$ cat config.mk
export PLATFORM = sky130hd
export DESIGN_NAME = control_unit_param
export DESIGN_NICKNAME = d
export VERILOG_FILES = /design/src/rtl/control_unit_param_pkg.sv /design/src/rtl/control_unit_param_key_press_det.sv /design/src/rtl/control_unit_param.sv
export SDC_FILE = /design/constraint.sdc
export NUM_CORES = 1
export LEC_CHECK = 0
export ABC_AREA = 1
export CAP_MARGIN = 5
export CORE_MARGIN = 3
export CORE_UTILIZATION = 49
export CTS_CLUSTER_DIAMETER = 30
export DETAILED_ROUTE_END_ITERATION = 7
export PLACE_DENSITY = 0.92
export SKIP_CTS_REPAIR_TIMING = 1
export SLEW_MARGIN = 20
export SYNTH_ARGS = -nofsm -noshare
export SYNTH_HDL_FRONTEND = slang
export SYNTH_HIERARCHICAL = 1
export SYNTH_SLANG_ARGS = --single-unit
$ cat constraint.sdc
create_clock -name clk -period 1.71 [get_ports clk]
set_input_delay 0.2565 -clock clk [delete_from_list [all_inputs] [get_ports clk]]
set_output_delay 0.2565 -clock clk [all_outputs]
set_load 0.02 [all_outputs]
$ cat src/rtl/control_unit_param_pkg.sv
// Shared opcodes, FSM state encoding and LCD constants for the control unit.
// Latency: n/a (declarations only).
// Backpressure: n/a (declarations only).
package cu_pkg;

  // Instruction opcodes (top 3 bits of the instruction word)
  localparam logic [2:0] OP_LOAD    = 3'b000;
  localparam logic [2:0] OP_ADD     = 3'b001;
  localparam logic [2:0] OP_SUB     = 3'b011;
  localparam logic [2:0] OP_CLEAR   = 3'b110;
  localparam logic [2:0] OP_DISPLAY = 3'b111;

  // LCD controller command that clears the display
  localparam logic [7:0] LCD_CMD_CLEAR = 8'h01;

  typedef enum logic [2:0] {
    ST_OFF       = 3'd0,
    ST_INIT      = 3'd1,
    ST_FETCH     = 3'd2,
    ST_DECODE    = 3'd3,
    ST_EXECUTE   = 3'd4,
    ST_WRITEBACK = 3'd5,
    ST_LCD_REQ   = 3'd6
  } cu_state_t;

endpackage

$ cat src/rtl/control_unit_param_key_press_det.sv
// Falling-edge detector for an active-low, already synchronised key.
// Latency: press is high in the cycle the key is first seen low (history is registered).
// Backpressure: none; a held key yields exactly one press until released.
module key_press_det (
  input  logic clk,
  input  logic reset,
  input  logic key,
  output logic press
);

  logic prev_q;

  // Key history; released (1) after reset so a key held through reset is not a press
  always_ff @(posedge clk or negedge reset) begin
    if (!reset) prev_q <= 1'b1;
    else        prev_q <= key;
  end

  assign press = prev_q & ~key;

endmodule

$ cat src/rtl/control_unit_param.sv
// Multicycle control unit: OFF/INIT/FETCH/DECODE/EXECUTE/WRITEBACK/LCD_REQ sequencer.
// Latency: LOAD 2 cycles, ALU ops 3 cycles from the latch; LCD ops wait for lcd_ack.
// Backpressure: lcd_req held until lcd_ack; keys outside OFF/FETCH are dropped. Option: CU_INSTR_COUNT_EN.
module control_unit_param
  import cu_pkg::*;
#(
  parameter int DATA_W     = 16,
  parameter int REG_ADDR_W = 4,
  parameter int IMM_W      = 6,
  parameter int INIT_CYC   = 50000,
  localparam int INSTR_W   = 3 + 2*REG_ADDR_W + 1 + IMM_W
) (
  input  logic                  clk,
  input  logic                  reset,
  input  logic                  key_ligar,
  input  logic                  key_enviar,
  input  logic [INSTR_W-1:0]    instruction_input,
  input  logic [DATA_W-1:0]     reg_data_out_a,
  input  logic [DATA_W-1:0]     reg_data_out_b,
  input  logic [DATA_W-1:0]     alu_result,
  input  logic                  lcd_ack,
  output logic                  led_off,
  output logic                  led_ready,
  output logic                  reg_write,
  output logic [REG_ADDR_W-1:0] reg_dest,
  output logic [REG_ADDR_W-1:0] reg_src1,
  output logic [REG_ADDR_W-1:0] reg_src2,
  output logic [DATA_W-1:0]     reg_data_in,
  output logic [2:0]            alu_op,
  output logic [DATA_W-1:0]     alu_op_a,
  output logic [DATA_W-1:0]     alu_op_b,
  output logic                  lcd_req,
  output logic                  lcd_rs,
  output logic [7:0]            lcd_data,
`ifdef CU_INSTR_COUNT_EN
  output logic [15:0]           retired_cnt,
`endif
  output logic                  busy
);

  localparam int CNT_W = (INIT_CYC > 1) ? $clog2(INIT_CYC) : 1;
  localparam logic [CNT_W-1:0] INIT_LAST = CNT_W'(INIT_CYC - 1);

  cu_state_t           state_q;
  logic [INSTR_W-1:0]  instr_q;
  logic [CNT_W-1:0]    init_cnt;
  logic                ligar_press;
  logic                enviar_press;

  // Field views of the latched instruction and of the live switches
  logic [2:0]            opc_q;
  logic [REG_ADDR_W-1:0] dest_q, dest_in, src1_in, src2_in;
  logic [DATA_W-1:0]     imm_sext;

  assign opc_q    = instr_q[INSTR_W-1 -: 3];
  assign dest_q   = instr_q[INSTR_W-4 -: REG_ADDR_W];
  assign dest_in  = instruction_input[INSTR_W-4 -: REG_ADDR_W];
  assign src1_in  = instruction_input[INSTR_W-4-REG_ADDR_W -: REG_ADDR_W];
  assign src2_in  = instruction_input[REG_ADDR_W-1:0];
  assign imm_sext = {{(DATA_W-IMM_W-1){instr_q[IMM_W]}}, instr_q[IMM_W:0]};

  key_press_det u_ligar (
    .clk   (clk),
    .reset (reset),
    .key   (key_ligar),
    .press (ligar_press)
  );

  key_press_det u_enviar (
    .clk   (clk),
    .reset (reset),
    .key   (key_enviar),
    .press (enviar_press)
  );

  // Sequencer; every output is registered and set on entry to the state that owns it
  always_ff @(posedge clk or negedge reset) begin
    if (!reset) begin
      state_q     <= ST_OFF;
      instr_q     <= '0;
      init_cnt    <= '0;
      led_off     <= 1'b1;
      led_ready   <= 1'b0;
      busy        <= 1'b0;
      reg_write   <= 1'b0;
      reg_dest    <= '0;
      reg_src1    <= '0;
      reg_src2    <= '0;
      reg_data_in <= '0;
      alu_op      <= '0;
      alu_op_a    <= '0;
      alu_op_b    <= '0;
      lcd_req     <= 1'b0;
      lcd_rs      <= 1'b0;
      lcd_data    <= '0;
    end else begin
      reg_write <= 1'b0;
      case (state_q)
        ST_OFF: begin
          if (ligar_press) begin
            state_q  <= ST_INIT;
            init_cnt <= '0;
            led_off  <= 1'b0;
            busy     <= 1'b1;
          end
        end
        ST_INIT: begin
          if (init_cnt == INIT_LAST) begin
            state_q   <= ST_FETCH;
            busy      <= 1'b0;
            led_ready <= 1'b1;
          end else begin
            init_cnt <= init_cnt + CNT_W'(1);
          end
        end
        ST_FETCH: begin
          // Power key wins over a simultaneous submit
          if (ligar_press) begin
            state_q   <= ST_OFF;
            led_ready <= 1'b0;
            led_off   <= 1'b1;
          end else if (enviar_press) begin
            state_q   <= ST_DECODE;
            instr_q   <= instruction_input;
            reg_dest  <= dest_in;
            reg_src1  <= src1_in;
            reg_src2  <= src2_in;
            led_ready <= 1'b0;
            busy      <= 1'b1;
          end
        end
        ST_DECODE: begin
          case (opc_q)
            OP_LOAD: begin
              state_q     <= ST_WRITEBACK;
              reg_write   <= 1'b1;
              reg_data_in <= imm_sext;
            end
            OP_CLEAR: begin
              state_q  <= ST_LCD_REQ;
              lcd_req  <= 1'b1;
              lcd_rs   <= 1'b0;
              lcd_data <= LCD_CMD_CLEAR;
            end
            OP_DISPLAY: begin
              // src1 is already on the read port, so its low byte is captured here
              state_q  <= ST_LCD_REQ;
              lcd_req  <= 1'b1;
              lcd_rs   <= 1'b1;
              lcd_data <= reg_data_out_a[7:0];
            end
            default: begin
              state_q  <= ST_EXECUTE;
              alu_op   <= opc_q;
              alu_op_a <= reg_data_out_a;
              alu_op_b <= (opc_q == OP_ADD || opc_q == OP_SUB) ? reg_data_out_b : imm_sext;
            end
          endcase
        end
        ST_EXECUTE: begin
          state_q     <= ST_WRITEBACK;
          reg_write   <= 1'b1;
          reg_data_in <= alu_result;
          reg_dest    <= dest_q;
          alu_op      <= '0;
          alu_op_a    <= '0;
          alu_op_b    <= '0;
        end
        ST_WRITEBACK: begin
          state_q     <= ST_FETCH;
          reg_data_in <= '0;
          reg_dest    <= '0;
          reg_src1    <= '0;
          reg_src2    <= '0;
          busy        <= 1'b0;
          led_ready   <= 1'b1;
        end
        ST_LCD_REQ: begin
          if (lcd_ack) begin
            state_q   <= ST_FETCH;
            lcd_req   <= 1'b0;
            lcd_rs    <= 1'b0;
            lcd_data  <= '0;
            reg_dest  <= '0;
            reg_src1  <= '0;
            reg_src2  <= '0;
            busy      <= 1'b0;
            led_ready <= 1'b1;
          end
        end
        default: begin
          state_q     <= ST_OFF;
          led_off     <= 1'b1;
          led_ready   <= 1'b0;
          busy        <= 1'b0;
          reg_dest    <= '0;
          reg_src1    <= '0;
          reg_src2    <= '0;
          reg_data_in <= '0;
          alu_op      <= '0;
          alu_op_a    <= '0;
          alu_op_b    <= '0;
          lcd_req     <= 1'b0;
          lcd_rs      <= 1'b0;
          lcd_data    <= '0;
        end
      endcase
    end
  end

`ifdef CU_INSTR_COUNT_EN
  logic [15:0] retired_q;
  logic        retire;
  logic        enter_off;

  assign retire    = (state_q == ST_WRITEBACK) || (state_q == ST_LCD_REQ && lcd_ack);
  assign enter_off = (state_q == ST_FETCH && ligar_press) ||
                     !(state_q inside {ST_OFF, ST_INIT, ST_FETCH, ST_DECODE,
                                       ST_EXECUTE, ST_WRITEBACK, ST_LCD_REQ});

  // Retired-instruction count; wraps naturally, restarts whenever the unit powers off
  always_ff @(posedge clk or negedge reset) begin
    if (!reset)         retired_q <= '0;
    else if (enter_off) retired_q <= '0;
    else if (retire)    retired_q <= retired_q + 16'd1;
  end

  assign retired_cnt = retired_q;
`endif

endmodule

==> results of run 1 <==
-- worst register-to-register path: cells and delay by family (launching register included) --
kind / cells / cell delay (ps)
buffers and inverters: 1 / 40
flip-flops: 1 / 540
AND/OR/NAND/NOR: 7 / 950
-- cell type report --
type,count,area [sq um],share of cell area (%)
sequential,112,2810,37.9
multi-input combinational,455,2180,29.4
timing repair buffer,171,1750,23.7
inverter,74,283,3.82
tap,136,170,2.30
clock buffer,10,128,1.72
clock inverter,6,83.8,1.13
-- Yosys cell counts (2+ instances only) --
library cell	n
nand2_4	2
nand3_1	45
a21oi_1	3
buf_4	6
nor2_1	32
o21ai_0	34
buf_6	8
dfrtp_1	109
nand2_2	9
nor2_2	6
nand4_1	9
buf_2	7
xor2_1	6
nand2_1	207
clkbuf_1	3
nand3_4	2
o211ai_1	7
nor2_4	4
nand3_2	2
inv_1	66
inv_2	7
nor3_1	3
o21ai_1	73
dfstp_2	3
-- per-layer routing --
metal / part of all wire [%] / up-vias / GRT usage (%)
li1: - / 2453 / -
met1: 40 / 2332 / 28.5
met2: 50 / 170 / 39.6
met3: 5.4 / 39 / 6.20
met4: 3.8 / 0 / 9.73
met5: 0 / - / 0
-- flip-flops by register name, summed over array words and instances, names as in the netlist --
signal,cells
reg_src2,4
u_ligar/prev_q,1
instr_q,14
reg_dest,4
reg_write,1
state_q,3
alu_op,3
u_enviar/prev_q,1
led_off,1
busy,1
reg_data_in,16
alu_op_b,16
lcd_rs,1
lcd_req,1
led_ready,1
alu_op_a,16
init_cnt,16
reg_src1,4
lcd_data,8
-- logic make-up (layout without fill, tap and decap cells) --
group	count (synthesis)	after routing	synth area share [%]
buffers and inverters	99	261	8.56
xor gates and xnor gates	6	6	0.963
and+or+nand+nor	325	325	26.8
DFF	112	112	51.4
AOI/OAI and AO/OA	123	123	12.0
adders and majority gates	1	1	0.229
-- power groups by stage --
stage                     logic [mW]  registers (mW)  clock network [mW]
after global routing            6.56            4.33                1.79
after CTS                       6.06            4.21                1.70
after global placement          5.84            4.21                   0
after floorplan                 2.88            4.86                   0
after detailed placement        6.02            4.24                   0
final                           6.05            4.22                1.67
-- path summary, 6_finish.rpt --
check,from,end,slack [ps],cells after the start
setup / recovery,alu_op_b[0],alu_op_b[0],40,1
hold / removal,reset,alu_op_b[3],310,2
setup reg to reg,u_enviar/prev_q,reg_src1[0],130,8
hold reg to reg,led_ready,led_ready,500,2
max in group asynchronous,reset,u_enviar/prev_q,800,3
min in group clk,key_ligar,u_ligar/prev_q,320,1
==> results.yml, run 1 <==
status:
  status: "completed"
clock_tree:
  root_buffer: "clkbuf_8"
  cts_tree: "built"
  h-tree-depth: 3
  clkTransAtPathRegs_ps: 110
  cts_buffer_depth: 2
  numCtsBuffers: 9
  cts_num_sinks: 112
  clock_latency_ps: 380
synthesis:
  yosys_warnings: 6
  synth_seq_cells: 112
  synth_edf_count: 0
  yosys.area.top_type_share_pct: 50.0
  syn_inst: 666
  syn_area_sq_um: 5460
  synth_nets: 738
  synthArstFlopShare_pct: 100
  yosysTopAreaCell: "dfrtp_1"
  ys_seq_area_share_pct: 51.4
  avgSynthCellArea_sq_um: 8.19
  synth_ff_type: "dfrtp_1"
  synthTopCellsByArea: "dfrtp_1 50%, nand2_1 14%, o21ai_1 6.7%, inv_1 4.5%, nand3_1 4.1%"
  netlist-cell-type-count: 37
cells_and_area:
  drive_gt1_share_pct: 10.1
  area_delta_synth_final_pct: 35.8
  postLayoutCoreUtil_pct: 70.2
  instances_no_fill: 964
  finalNetCount: 895
  postLayoutCellArea_sq_um: 7410
  insertedDiodeCount: 0
  final_common_cell: "nand2_1"
  nFillCells: 776
  final_cell_mix: "207 x nand2_1, 145 x clkdlybuf4s50_1, 107 x dfrtp_1"
worst_setup_path:
  cp-end-kind: "primary output"
  cp_slowest_stage_delay_ps: 650
  critPathBufInv: 1
  worst_ep_required_time_ps: 1450
  critPathMaxFanout: 2
  slowest_stage: "clkdlybuf4s50_1"
  critPathTopFamily: "buffers and inverters"
  critical_path.cell_chain: "clkdlybuf4s50_1"
  crit_arrival_ps: 1410
  start_kind: "flip-flop"
  critPathKind: "flip-flop to primary output"
sta:
  final.setup.worst_slack_ps: 42.0
  tightest_slew_ps: 358
  tns_ps: 0
  holdWs_ps: 312
  fmax_mhz: 600
  post-route-period-util_pct: 97.5
  finalMaxSlewViolations: 0
  slew_headroom_pct: 76.1
  setup_viol: 0
  skew_ps: 16.0
  grt_setup_unrepaired: "no"
  min_period_ps: 1670
  hold_viol: 0
die:
  coreArea_sq_um: 10600
  die_h_microns: 112
  die_area_sq_um: 12400
  pin_count: 148
  num_rows: 37
  die_w_microns: 112
  start_util_pct: 51.7
pwr:
  powerDensity_nw_per_um2: 1610
  seqPwrFrac_pct: 35.3
  leakage_nw: 3.37
  p_int_mw: 6.76
  peakVddDrop_mv: 1.14
  pwr-share-clk_pct: 14.0
  power.total_mw: 11.9
  p_switching_mw: 5.18
  comb_power_share_pct: 50.7
  p_sw_share_pct: 43.4
placed_design:
  dpl_cell_area_sq_um: 7180
  hpwl_microns: 10900
  gp_congestion: 0.892
  portBuffers: 147
  dp_slack_ps: -58.1
  dp.cells: 947
global_route:
  grt_max_degree: 47
  antenna_found_initial: 0
  grtUsageTotal_pct: 23.4
  grt_pass1_vias: 4956
  grt_pass1_wl_microns: 23700
  overflow: 0
routing:
  wl_per_cell_microns: 15.2
  vias: 4994
  routed_wl_microns: 14700
  drt-initial-drc-count: 254
  drc: 0
  postRouteAntennaNets: 0
  drt-pass1-iter-count: 5
  vias_per_cell: 5.18
min_path:
  hold_class: "input pin to asynchronous set/reset pin"
run:
  max_cap_viol_count: 0
Power figures use the tool's default switching activity.
==> run 2: changes to the inputs <==
Settings changed: CORE_UTILIZATION 49 to 44, PLACE_DENSITY 0.92 to 0.88.
Clock period 1.71 ns to 1.4 ns, I/O delays scaled along.
==> results.yml, run 2 (synthesis gave the netlist of run 1 again) <==
pwr:
  p_switching_mw: 9.34
  pwr-share-clk_pct: 13.5
  power.total_mw: 20.4
  leakage_nw: 5.50
  powerDensity_nw_per_um2: 2160
  p_int_mw: 11.0
  comb_power_share_pct: 60.0
  p_sw_share_pct: 45.9
  peakVddDrop_mv: 1.33
  seqPwrFrac_pct: 26.6
clock_tree:
  cts_num_sinks: 112
  root_buffer: "clkbuf_16"
  cts_tree: "built"
  cts_buffer_depth: 2
  numCtsBuffers: 9
  clock_latency_ps: 360
  clkTransAtPathRegs_ps: 80
  h-tree-depth: 3
global_route:
  grtUsageTotal_pct: 22.8
  overflow: 0
  grt_max_degree: 52
  grt_pass1_wl_microns: 25800
  antenna_found_initial: 0
  grt_pass1_vias: 5268
worst_setup_path:
  crit_arrival_ps: 1990
  critPathKind: "flip-flop to flip-flop"
  worst_ep_required_time_ps: 1660
  start_kind: "flip-flop"
  critPathMaxFanout: 5
  cp-end-kind: "flip-flop"
  rrSetupSlack_ps: -330
sta:
  finalMaxSlewViolations: 0
  slew_headroom_pct: 66.8
  post-route-period-util_pct: 123
  setup_viol: 108
  grt_setup_unrepaired: "yes"
  tightest_slew_ps: 493
  min_period_ps: 1730
  holdWs_ps: 288
  final.setup.worst_slack_ps: -328
  skew_ps: 9.58
  fmax_mhz: 579
  hold_viol: 0
routing:
  wl_per_cell_microns: 22.9
  routed_wl_microns: 24800
  vias_per_cell: 6.09
  vias: 6594
  drc: 0
  drt-pass1-iter-count: 5
  postRouteAntennaNets: 0
  drt-initial-drc-count: 718
cells_and_area:
  final_cell_mix: "147 x nand2_1, 104 x dfrtp_1, 77 x dlymetal6s2s_1"
  insertedDiodeCount: 0
  area_delta_synth_final_pct: 72.9
  final_common_cell: "nand2_1"
  drive_gt1_share_pct: 34.7
  finalNetCount: 981
die:
  die_area_sq_um: 13800
  start_util_pct: 45.2
  pin_count: 148
  die_w_microns: 117
  coreArea_sq_um: 12100
  die_h_microns: 117
  num_rows: 40
placed_design:
  portBuffers: 147
  gp_congestion: 0.925
  hpwl_microns: 11300
run:
  max_cap_viol_count: 0
min_path:
  hold_class: "input pin to asynchronous set/reset pin"
status:
  violations: "setup timing"
  status: "complete, but fails checks"
## run 2: critical path, stage by stage, from the launching register on
cell and delay, ps:
dfrtp_2 470, buf_6 140, nor2_4 170, buf_6 130
buf_8 120, clkbuf_16 150, nand3_2 70, o21ai_1 110
inv_1 70, o21ai_1 200
## run 2: path summary, 6_finish.rpt
path                            startpoint         endpoint  cells after the start
min in group clk                key_enviar  u_enviar/prev_q                      1
max in group asynchronous            reset  u_enviar/prev_q                      3
hold / removal                       reset      alu_op_b[3]                      2
setup / recovery                state_q[0]      reg_dest[0]                      9
hold reg to reg            reg_data_in[11]  reg_data_in[11]                      2
setup reg to reg                state_q[0]      reg_dest[0]                      9
## run 2: per-stage QoR
stage          TNS [ps]  area (sq um)  utilization [%]  worst slack, ps  cells
6_report         -18840          9430             78.2             -328   1082
5_1_grt          -21830          9430             78.2             -340   1082
4_1_cts          -21040          7850             65.1             -330   1037
3_5_place_dp     -12460          7550             62.6             -314   1021
3_3_place_gp      -8910          7550             62.6             -209   1021
2_1_floorplan     -64.4          5480                -            -13.7    666
## run 2: area by class of cell
class,count,area [sq um]
Clock inverter,5,63.8
Inverter,74,298
Clock buffer,11,243
Fill cell,582,2630
Multi-Input combinational cell,460,3000
Tap cell,168,210
Timing Repair Buffer,252,2800
Sequential cell,112,2810
## run 2: power by group through the flow
stage	sequential, mW	combinational, mW	clock, mW
6_report	5.42	12.2	2.74
5_1_grt	5.46	12.7	2.84
3_5_place_dp	5.11	7.86	0
2_1_floorplan	5.95	3.54	0
3_3_place_gp	5.09	7.65	0
4_1_cts	5.09	7.96	2.67
## run 2: metal layers
layer  up-vias  GRT usage (%)  share of wire [%]
li1       2644              -                  -
met1      3173           29.1                 34
met2       607           40.0                 49
met3       170           3.47                 10
met4         0           7.40                6.6
met5         -              0                  0
